**src/rtl/rt_line_ctrl.sv**
```systemverilog
// Racetrack line controller: sequences shift/write/read/limit pulses for one line.
// Optional macro RT_LINE_CTRL_POS_EN enables line-offset tracking and a SHIFT range check.
module rt_line_ctrl #(
    parameter int Np        = 8,
    parameter int Nsp       = 4,
    parameter int PULSE_CYC = 2,
    parameter int GAP_CYC   = 1
) (
    input  logic                     clk_i,
    input  logic                     rstn_i,
    input  logic                     cmd_valid_i,
    output logic                     cmd_ready_o,
    input  logic [2:0]               cmd_op_i,
    input  logic                     cmd_dir_i,
    input  logic [$clog2(Nsp):0]     cmd_cnt_i,
    input  logic [3:0]               cmd_trk_i,
    input  logic [2:0]               cmd_wbit_i,
    input  logic [Np-1:0]            cmd_port_i,
    output logic [3:0]               current_s_o,
    output logic [3:0]               current_m_o,
    output logic                     Bz_s_o,
    output logic                     Bz_m_o,
    output logic                     read_current_o,
    output logic [2:0]               write_i_o,
    output logic [3*Np-1:0]          write_en_o,
    input  logic [4*Np-1:0]          r_port_i,
    output logic                     rsp_valid_o,
    output logic                     rsp_err_o,
    output logic [4*Np-1:0]          rsp_rdata_o,
    output logic [$clog2(Nsp)-1:0]   pos_o
);
    localparam int PW   = $clog2(Nsp);
    localparam int CW   = PW + 1;
    localparam int TMAX = (PULSE_CYC > GAP_CYC) ? PULSE_CYC : GAP_CYC;
    localparam int TW   = $clog2(TMAX + 1);

    localparam logic [2:0] OP_NOP   = 3'd0;
    localparam logic [2:0] OP_SHIFT = 3'd1;
    localparam logic [2:0] OP_WRITE = 3'd2;
    localparam logic [2:0] OP_READ  = 3'd3;
    localparam logic [2:0] OP_LIM   = 3'd4;

    typedef enum logic [2:0] {IDLE, SETUP, PULSE, GAP, DONE} state_t;
    state_t state_q, state_d;

    logic [2:0]      op_q;
    logic            dir_q;
    logic [CW-1:0]   cnt_q;
    logic [3:0]      trk_q;
    logic [2:0]      wbit_q;
    logic [Np-1:0]   port_q;
    logic            err_q;
    logic [TW-1:0]   tcnt_q;
    logic [CW-1:0]   step_q;
    logic [4*Np-1:0] rdata_q;

    logic pulse_last, gap_last, step_last, range_err, setup_err;

    assign pulse_last = (tcnt_q == TW'(PULSE_CYC - 1));
    assign gap_last   = (tcnt_q == TW'(GAP_CYC - 1));
    assign step_last  = (step_q == cnt_q - CW'(1));

`ifdef RT_LINE_CTRL_POS_EN
    localparam logic signed [PW+2:0] POS_MAX = (PW+3)'(Nsp - 1);
    logic [PW-1:0]          pos_q;
    logic signed [PW+2:0]   pos_tgt;

    // Target offset after the whole SHIFT, computed signed so both ends can be checked.
    always_comb begin
        if (dir_q)
            pos_tgt = signed'({3'b000, pos_q}) - signed'({2'b00, cnt_q});
        else
            pos_tgt = signed'({3'b000, pos_q}) + signed'({2'b00, cnt_q});
    end
    assign range_err = (pos_tgt < 0) || (pos_tgt > POS_MAX);
    assign pos_o     = pos_q;
`else
    assign range_err = 1'b0;
    assign pos_o     = '0;
`endif

    assign setup_err   = (op_q > OP_LIM) || ((op_q == OP_SHIFT) && range_err);
    assign rsp_rdata_o = rdata_q;

    always_ff @(posedge clk_i or negedge rstn_i) begin
        if (!rstn_i) state_q <= IDLE;
        else         state_q <= state_d;
    end

    always_ff @(posedge clk_i or negedge rstn_i) begin
        if (!rstn_i) begin
            op_q    <= '0;
            dir_q   <= 1'b0;
            cnt_q   <= '0;
            trk_q   <= '0;
            wbit_q  <= '0;
            port_q  <= '0;
            err_q   <= 1'b0;
            tcnt_q  <= '0;
            step_q  <= '0;
            rdata_q <= '0;
`ifdef RT_LINE_CTRL_POS_EN
            pos_q   <= '0;
`endif
        end else begin
            case (state_q)
                IDLE: begin
                    if (cmd_valid_i) begin
                        op_q   <= cmd_op_i;
                        dir_q  <= cmd_dir_i;
                        cnt_q  <= cmd_cnt_i;
                        trk_q  <= cmd_trk_i;
                        wbit_q <= cmd_wbit_i;
                        port_q <= cmd_port_i;
                        err_q  <= 1'b0;
                    end
                end
                SETUP: begin
                    err_q  <= setup_err;
                    tcnt_q <= '0;
                    step_q <= '0;
                end
                PULSE: begin
                    tcnt_q <= pulse_last ? '0 : tcnt_q + 1'b1;
                    if ((op_q == OP_READ) && pulse_last) rdata_q <= r_port_i;
                end
                GAP: begin
                    if (gap_last) begin
                        tcnt_q <= '0;
                        step_q <= step_q + 1'b1;
`ifdef RT_LINE_CTRL_POS_EN
                        if (step_last) pos_q <= pos_tgt[PW-1:0];
`endif
                    end else begin
                        tcnt_q <= tcnt_q + 1'b1;
                    end
                end
                default: ;
            endcase
        end
    end

    always_comb begin
        state_d        = state_q;
        cmd_ready_o    = 1'b0;
        current_s_o    = '0;
        current_m_o    = '0;
        Bz_s_o         = 1'b0;
        Bz_m_o         = 1'b0;
        read_current_o = 1'b0;
        write_i_o      = '0;
        write_en_o     = '0;
        rsp_valid_o    = 1'b0;
        rsp_err_o      = 1'b0;

        // Static levels are set up one cycle ahead of the pulse and held until DONE.
        if (state_q == SETUP || state_q == PULSE || state_q == GAP) begin
            if (op_q == OP_SHIFT) current_s_o = trk_q & {4{dir_q}};
            if (op_q == OP_WRITE) write_i_o   = wbit_q;
            if (op_q == OP_LIM)   Bz_s_o      = dir_q;
        end

        case (state_q)
            IDLE: begin
                cmd_ready_o = rstn_i;
                if (cmd_valid_i) state_d = SETUP;
            end
            SETUP: begin
                if (setup_err || (op_q == OP_NOP) || ((op_q == OP_SHIFT) && (cnt_q == '0)))
                    state_d = DONE;
                else
                    state_d = PULSE;
            end
            PULSE: begin
                case (op_q)
                    OP_SHIFT: current_m_o    = trk_q;
                    OP_WRITE: write_en_o     = {{Np{trk_q[3]}} & port_q,
                                                {Np{trk_q[2]}} & port_q,
                                                {Np{trk_q[1]}} & port_q};
                    OP_READ:  read_current_o = 1'b1;
                    OP_LIM:   Bz_m_o         = 1'b1;
                    default: ;
                endcase
                if (pulse_last) state_d = (op_q == OP_SHIFT) ? GAP : DONE;
            end
            GAP: begin
                if (gap_last) state_d = step_last ? DONE : PULSE;
            end
            DONE: begin
                rsp_valid_o = 1'b1;
                rsp_err_o   = err_q;
                state_d     = IDLE;
            end
            default: state_d = IDLE;
        endcase
    end
endmodule

```
**config.mk**
```make
export PLATFORM = sky130hd
export DESIGN_NAME = rt_line_ctrl
export DESIGN_NICKNAME = d
export VERILOG_FILES = /design/src/rtl/rt_line_ctrl.sv
export SDC_FILE = /design/constraint.sdc
export NUM_CORES = 1
export LEC_CHECK = 0
export CORE_MARGIN = 10
export CORE_UTILIZATION = 40
export DETAILED_ROUTE_END_ITERATION = 16
export PLACE_DENSITY = 0.76
export RECOVER_POWER = 25
export SYNTH_ARGS = -nofsm -noshare
export SYNTH_HDL_FRONTEND = slang
export SYNTH_SLANG_ARGS = --single-unit
```
**constraint.sdc**
```tcl
create_clock -name clk_i -period 5 [get_ports clk_i]
set_clock_uncertainty 0.05 [all_clocks]
set_input_delay 0.75 -clock clk_i [delete_from_list [all_inputs] [get_ports clk_i]]
set_output_delay 0.75 -clock clk_i [all_outputs]
set_load 0.01 [all_outputs]
```
==> flow_summary.yaml, run 1 <==
clock_network:
  cts_buffer_depth: 2
  clock_sink_count: 63
  cts-resized-gates: 0
  clkSlewWorstSetupHoldPaths_ns: 0.06
  cts-htree-levels: 3
  post_cts.repair.setup_buffers: 0
  clk_latency_ns: 0.32
  cts_buffers: 9
  hold_buffers: 0
  cts_root_buffer: "sky130_fd_sc_hd__clkbuf_8"
  tritoncts: "yes"
timing:
  timing_hold_violations_final: 0
  grt_setup_unrepaired: "no"
  report.final.setup_viol: 0
  slew_headroom_pct: -117
  worst_pin_slew_ns: 3.26
  finalCritPeriodShare_pct: 70.3
  max_transition_viols_final: 64
  final.min_clock_period_ns: 3.52
  setup-tns-final_ns: 0
  clock.fmax_mhz: 284
layout:
  diode_count: 0
  area.growth.synth_to_final_pct: 48.9
  layout_cells_sized_above_1_pct: 17.4
  fillers: 630
  finish.net_count: 456
global_route:
  overflow_left_after_global_routing: 0
  groute.usage.overall_pct: 14.5
  grt_first_pass_wirelength_um: 13400
  grt_max_degree: 64
  first_global_vias: 2574
  grt_antenna_before_repair: 0
route:
  drtPass1Iterations: 4
  first_iter_violations: 104
  avgRoutedWirePerCell_um: 16.9
  drt_wl_total_um: 8400
  vias: 2383
  detail_route.drc_violations: 0
  vias_per_cell: 4.79
  final_antenna_net_count: 0
die:
  core-area_um2: 7650
  die_y_um: 108
  die_w_um: 108
  io-pin-count: 132
  die_area_um2: 11700
  initial_core_utilization_pct: 40.6
  standard_cell_row_count: 32
critical_path:
  critical_path_arrival_ns: 3.17
  worst_reg2reg_path_length_in_cells: 4
  reg2reg_slack_ns: 2.64
  worstPathRequired_ns: 4.65
  regToRegEndpoint: "rsp_rdata_o[2]$_DFFE_PN0P_"
  crit_path_top_delay_cell: "sky130_fd_sc_hd__clkbuf_1"
  crit_chain: "buf_2 > clkbuf_1"
  launching_element_type_of_the_critical_path: "primary input"
  worst-path-buf-inv: 2
  worst-setup-path-type: "primary input to async pin"
  timing.critical_path.slowest_cell_delay_ns: 2.28
  timing.critical_path.max_delay_family: "buffers and inverters"
  setup.worst_path.start: "rstn_i"
  worstSetupPathDepth: 2
  critPathCapture: "state_q[0]$_DFFE_PN0P_"
  reg2reg_from: "state_q[1]$_DFFE_PN0P_"
  max_fo_critical_path: 63
  endpoint_kind_of_the_worst_setup_timing_path: "async pin"
synth:
  post_synth_most_frequent_cells: "sky130_fd_sc_hd__dfrtp_1 (63), sky130_fd_sc_hd__nor2_1 (33), sky130_fd_sc_hd__mux2_4 (30)"
  synth-seq-area-share_pct: 50.8
  cell_types_with_the_largest_area_share_after_synthesis: "sky130_fd_sc_hd__dfrtp_1 (51%), sky130_fd_sc_hd__mux2_4 (15%), sky130_fd_sc_hd__mux2_2 (7.3%), sky130_fd_sc_hd__nor2_1 (4.0%), sky130_fd_sc_hd__ha_1 (3.2%)"
  post-synth-top-count-cell: "sky130_fd_sc_hd__dfrtp_1"
  mappedNetlistArea_um2: 3100
  synthCells: 262
  synth_top_area_share_pct: 50.8
  yosys_warnings: 0
  postSynthRegisterBits: 63
  netlist.top_cell.by_area: "sky130_fd_sc_hd__dfrtp_1"
  synthArstFlopShare_pct: 100
  synth-edff-count: 0
  synth.avg_cell_area_um2: 11.8
  synthFlopType: "sky130_fd_sc_hd__dfrtp_1"
  synth.distinct_cells: 37
worst_hold_path:
  worstHoldPathType: "flip-flop to flip-flop"
  worst_hold_startpoint: "wbit_q[1]$_DFFE_PN0P_"
  min_delay_path_depth: 1
power_and_ir_drop:
  cellPowerDensity_nw_per_um2: 541
  cellLeakagePower_uw: 0.00203
  vdd_ir_drop_max_mv: 0.294
  total_power_consumption_uw: 2500
place:
  gpl.final_weighted_congestion: 0.748
  io_buffer_count: 129
  dp_hpwl_um: 6490
outcome:
  status: "complete, but fails checks"
  violations: "capacitance limit, slew limit"
flow_run:
  max-cap-violations: 1
registers in the layout, summed over array words and instances (netlist names):
signal,flops
state_q,3
port_q,8
rsp_rdata_o,32
wbit_q,3
step_q,3
err_q,1
tcnt_q,2
dir_q,1
cnt_q,3
op_q,3
trk_q,4
power breakdown:
| group | switching, uW | internal [uW] | leakage (uW) |
|---|---|---|---|
| clock network | 182 | 242 | 0.000100 |
| registers | 188 | 751 | 0.000750 |
| logic | 476 | 663 | 0.00118 |
| total | 846 | 1660 | 0.00203 |
layout make-up:
type	count	area, um^2	area share (%)
flip-flops and latches	63	1580	34.1
multi-input cells	176	1400	30.2
repair buffers	130	1290	27.9
clock buffers	12	145	3.14
well taps	102	128	2.76
clock inverters	4	45.0	0.974
inverters	11	41.3	0.893
stage by stage:
stage / worst slack, ns / cell area, um^2 / utilization [%] / std cells / hold WS [ns]
2_1_floorplan: 2.93 / 3110 / - / 263 / 0.404
3_3_place_gp: 2.08 / 4440 / 58.0 / 482 / 0.427
3_5_place_dp: 1.99 / 4440 / 58.0 / 482 / 0.442
4_1_cts: 1.65 / 4630 / 60.5 / 498 / 0.457
5_1_grt: 0.792 / 4620 / 60.5 / 498 / 0.463
6_report: 1.48 / 4620 / 60.5 / 498 / 0.449
placed cells by master (no fill, tap or decap), types with 3 or more instances in the layout:
cell | Yosys | layout
sky130_fd_sc_hd__xor2_1 | 3 | 3
sky130_fd_sc_hd__a21oi_1 | 6 | 6
sky130_fd_sc_hd__and3_1 | 8 | 8
sky130_fd_sc_hd__nor3_1 | 3 | 3
sky130_fd_sc_hd__nor2_1 | 33 | 33
sky130_fd_sc_hd__ha_1 | 8 | 8
sky130_fd_sc_hd__mux2_2 | 20 | 20
sky130_fd_sc_hd__o22ai_1 | 3 | 3
sky130_fd_sc_hd__clkdlybuf4s50_1 | 0 | 128
sky130_fd_sc_hd__clkinv_2 | 0 | 3
sky130_fd_sc_hd__nand2_1 | 20 | 20
sky130_fd_sc_hd__nand2b_1 | 3 | 3
sky130_fd_sc_hd__inv_1 | 11 | 11
sky130_fd_sc_hd__clkbuf_1 | 3 | 3
sky130_fd_sc_hd__dfrtp_1 | 63 | 63
sky130_fd_sc_hd__and2_1 | 8 | 8
sky130_fd_sc_hd__clkbuf_8 | 0 | 10
sky130_fd_sc_hd__o21ai_0 | 10 | 10
sky130_fd_sc_hd__mux2_4 | 30 | 30
per-layer routing:
metal	up-vias	GRT usage, %	share of wire, %	wire length [um]
met5	-	0	0	0
met4	0	5.25	0.63	53
met3	4	4.94	6.8	567
met2	71	25.6	54	4520
met1	1170	15.7	39	3250
li1	1138	-	-	-
how the worst min path moves through the flow:
stage,endpoint,slack [ns]
2_1_floorplan,cnt_q[0]$_DFFE_PN0P_,0.40
4_1_cts,wbit_q[1]$_DFFE_PN0P_,0.46
6_report,wbit_q[1]$_DFFE_PN0P_,0.45
3_3_place_gp,err_q$_DFFE_PN0P_,0.43
5_1_grt,wbit_q[1]$_DFFE_PN0P_,0.46
3_5_place_dp,rsp_rdata_o[0]$_DFFE_PN0P_,0.44
kinds of logic after synthesis:
| family | Yosys count | share of synthesized area (%) |
|---|---|---|
| adders and majority gates | 8 | 3.22 |
| muxes | 52 | 22.4 |
| DFF | 63 | 50.8 |
| AOI/OAI and AO/OA | 25 | 4.72 |
| buffers and inverters | 24 | 4.31 |
| other | 1 | 0.121 |
| and+or+nand+nor | 86 | 13.6 |
| xor gates and xnor gates | 3 | 0.847 |
(Power assumes the default switching activity.)
==> run 2: changes to the inputs <==
- clock period: 5 -> 3.45 ns (I/O delays scaled with it)
==> run 2 against run 1 <==
  * The run still ends with capacitance limit, slew limit left
  * Combinational power rose by 46%
  * Global-route usage fell by 0.46 points
  * Die area did not move
  * Final cell count rose by 0.60%
  * Sequential share of layout area fell by 0.63 points
  * Clock power rose by 89%
  * Register-to-register slack got worse by 1.5 ns
  * Flip-flop and latch count did not move
  * Clock-buffer cell count fell by 1
  * First-iteration DRC count fell by 19%
==> flow_summary.yaml, run 2 (synthesized netlist as in run 1, its figures left out) <==
timing:
  worst_pin_slew_ns: 1.55
  timing_hold_violations_final: 0
  max_transition_viols_final: 64
  grt_setup_unrepaired: "no"
  setup_ws_ns: 0.426
  report.final.setup_viol: 0
  clock.fmax_mhz: 331
  slew_headroom_pct: -3.40
  setup-tns-final_ns: 0
  final.min_clock_period_ns: 3.02
  hold_ws_ns: 0.444
  finalCritPeriodShare_pct: 87.7
place:
  gpl.final_weighted_congestion: 0.783
  placed_cells_incl_taps: 485
  dp_hpwl_um: 6360
  io_buffer_count: 129
  dp_slack_ns: 0.740
critical_path:
  worst-setup-path-type: "flip-flop to primary output"
  critical-path-top-cell-by-count: "sky130_fd_sc_hd__nor2_1"
  launching_element_type_of_the_critical_path: "flip-flop"
  reg2reg_from: "state_q[0]$_DFFE_PN0P_"
  crit_path_top_delay_cell: "sky130_fd_sc_hd__clkdlybuf4s50_1"
  max_fo_critical_path: 11
  crit_chain: "nand2b_1 > nor2_1 > nand2_1 > nor2_1 > clkdlybuf4s50_1"
  critical_path_arrival_ns: 2.46
  endpoint_kind_of_the_worst_setup_timing_path: "primary output"
  setup.worst_path.start: "op_q[2]$_DFFE_PN0P_"
  worstPathRequired_ns: 2.88
  timing.critical_path.slowest_cell_delay_ns: 0.56
clock_network:
  clock_sink_count: 63
  cts-resized-gates: 0
  cts_buffers: 9
  tritoncts: "yes"
  clk_latency_ns: 0.33
  cts_root_buffer: "sky130_fd_sc_hd__clkbuf_8"
  hold_buffers: 0
  cts-htree-levels: 3
  clkSlewWorstSetupHoldPaths_ns: 0.07
  post_cts.repair.setup_buffers: 0
  cts_buffer_depth: 2
route:
  detail_route.drc_violations: 0
  drt_wl_total_um: 8300
  vias: 2403
  drtPass1Iterations: 5
  final_antenna_net_count: 0
  avgRoutedWirePerCell_um: 16.6
  first_iter_violations: 84
  vias_per_cell: 4.80
global_route:
  groute.usage.overall_pct: 14.0
  grt_antenna_before_repair: 0
  first_global_vias: 2588
  grt_first_pass_wirelength_um: 13100
  grt_max_degree: 64
  overflow_left_after_global_routing: 0
die:
  initial_core_utilization_pct: 40.6
  die_y_um: 108
  io-pin-count: 132
  die_w_um: 108
  die_area_um2: 11700
  core-area_um2: 7650
  standard_cell_row_count: 32
layout:
  layout.cells.non_filler: 501
  area.growth.synth_to_final_pct: 51.8
  highest_count_cells_in_the_layout_ignoring_fill_and_taps: "sky130_fd_sc_hd__clkdlybuf4s50_1 (128), sky130_fd_sc_hd__dfrtp_1 (63), sky130_fd_sc_hd__nor2_1 (33)"
  finish.net_count: 459
  mostFrequentLayoutCell: "sky130_fd_sc_hd__clkdlybuf4s50_1"
  diode_count: 0
  max_ffs_per_register: 32
  layout_cells_sized_above_1_pct: 18.5
power_and_ir_drop:
  cellPowerDensity_nw_per_um2: 811
  cellLeakagePower_uw: 0.00208
  vdd_ir_drop_max_mv: 0.412
worst_hold_path:
  worstHoldPathType: "flip-flop to flip-flop"
  worst_hold_startpoint: "err_q$_DFFE_PN0P_"
flow_run:
  max-cap-violations: 1
outcome:
  status: "complete, but fails checks"
  violations: "capacitance limit, slew limit"
-- run 2: final timing paths --
check                      slack [ns]                     endpoint  cells past startpoint
min reg2reg                      0.44            err_q$_DFFE_PN0P_                      1
max                              0.43                write_en_o[0]                      5
max in group asynchronous        1.76  rsp_rdata_o[28]$_DFFE_PN0P_                      2
max reg2reg                      1.10  rsp_rdata_o[21]$_DFFE_PN0P_                      3
min                              0.44            err_q$_DFFE_PN0P_                      1
min in group asynchronous        0.64        step_q[0]$_DFFE_PN0P_                      2
-- run 2: critical path, delay by kind of cell, from the launching register on --
family                 cells  cell delay (ns)
and+or+nand+nor            4             1.14
buffers and inverters      1             0.56
DFF                        1             0.43
-- run 2: stage by stage --
step / power, uW / utilization [%] / area [um^2]
after floorplan: 2300 / - / 3110
after global placement: 3000 / 58.3 / 4460
after detailed placement: 3050 / 58.3 / 4460
after CTS: 3870 / 61.6 / 4710
after global routing: 4080 / 61.6 / 4710
final: 3820 / 61.6 / 4710
-- run 2: area by class of cell --
class | count | area, um^2
Clock buffer | 11 | 151
Clock inverter | 5 | 104
Fill cell | 632 | 2940
Inverter | 11 | 41.3
Multi-Input combinational cell | 176 | 1400
Sequential cell | 63 | 1580
Tap cell | 102 | 128
Timing Repair Buffer | 133 | 1310
-- run 2: layer usage --
layer  global-route usage, %  wire (um)  vias up
li1                        -          -     1155
met1                    15.1       3250     1160
met2                    24.6       4350       77
met3                    4.88        574       11
met4                    5.53        118        0
met5                       0          0        -
-- run 2: report_power, final --
| group | switching, uW | internal, uW |
|---|---|---|
| clock | 280 | 520 |
| combinational | 691 | 978 |
| sequential | 266 | 1090 |
| total | 1240 | 2590 |
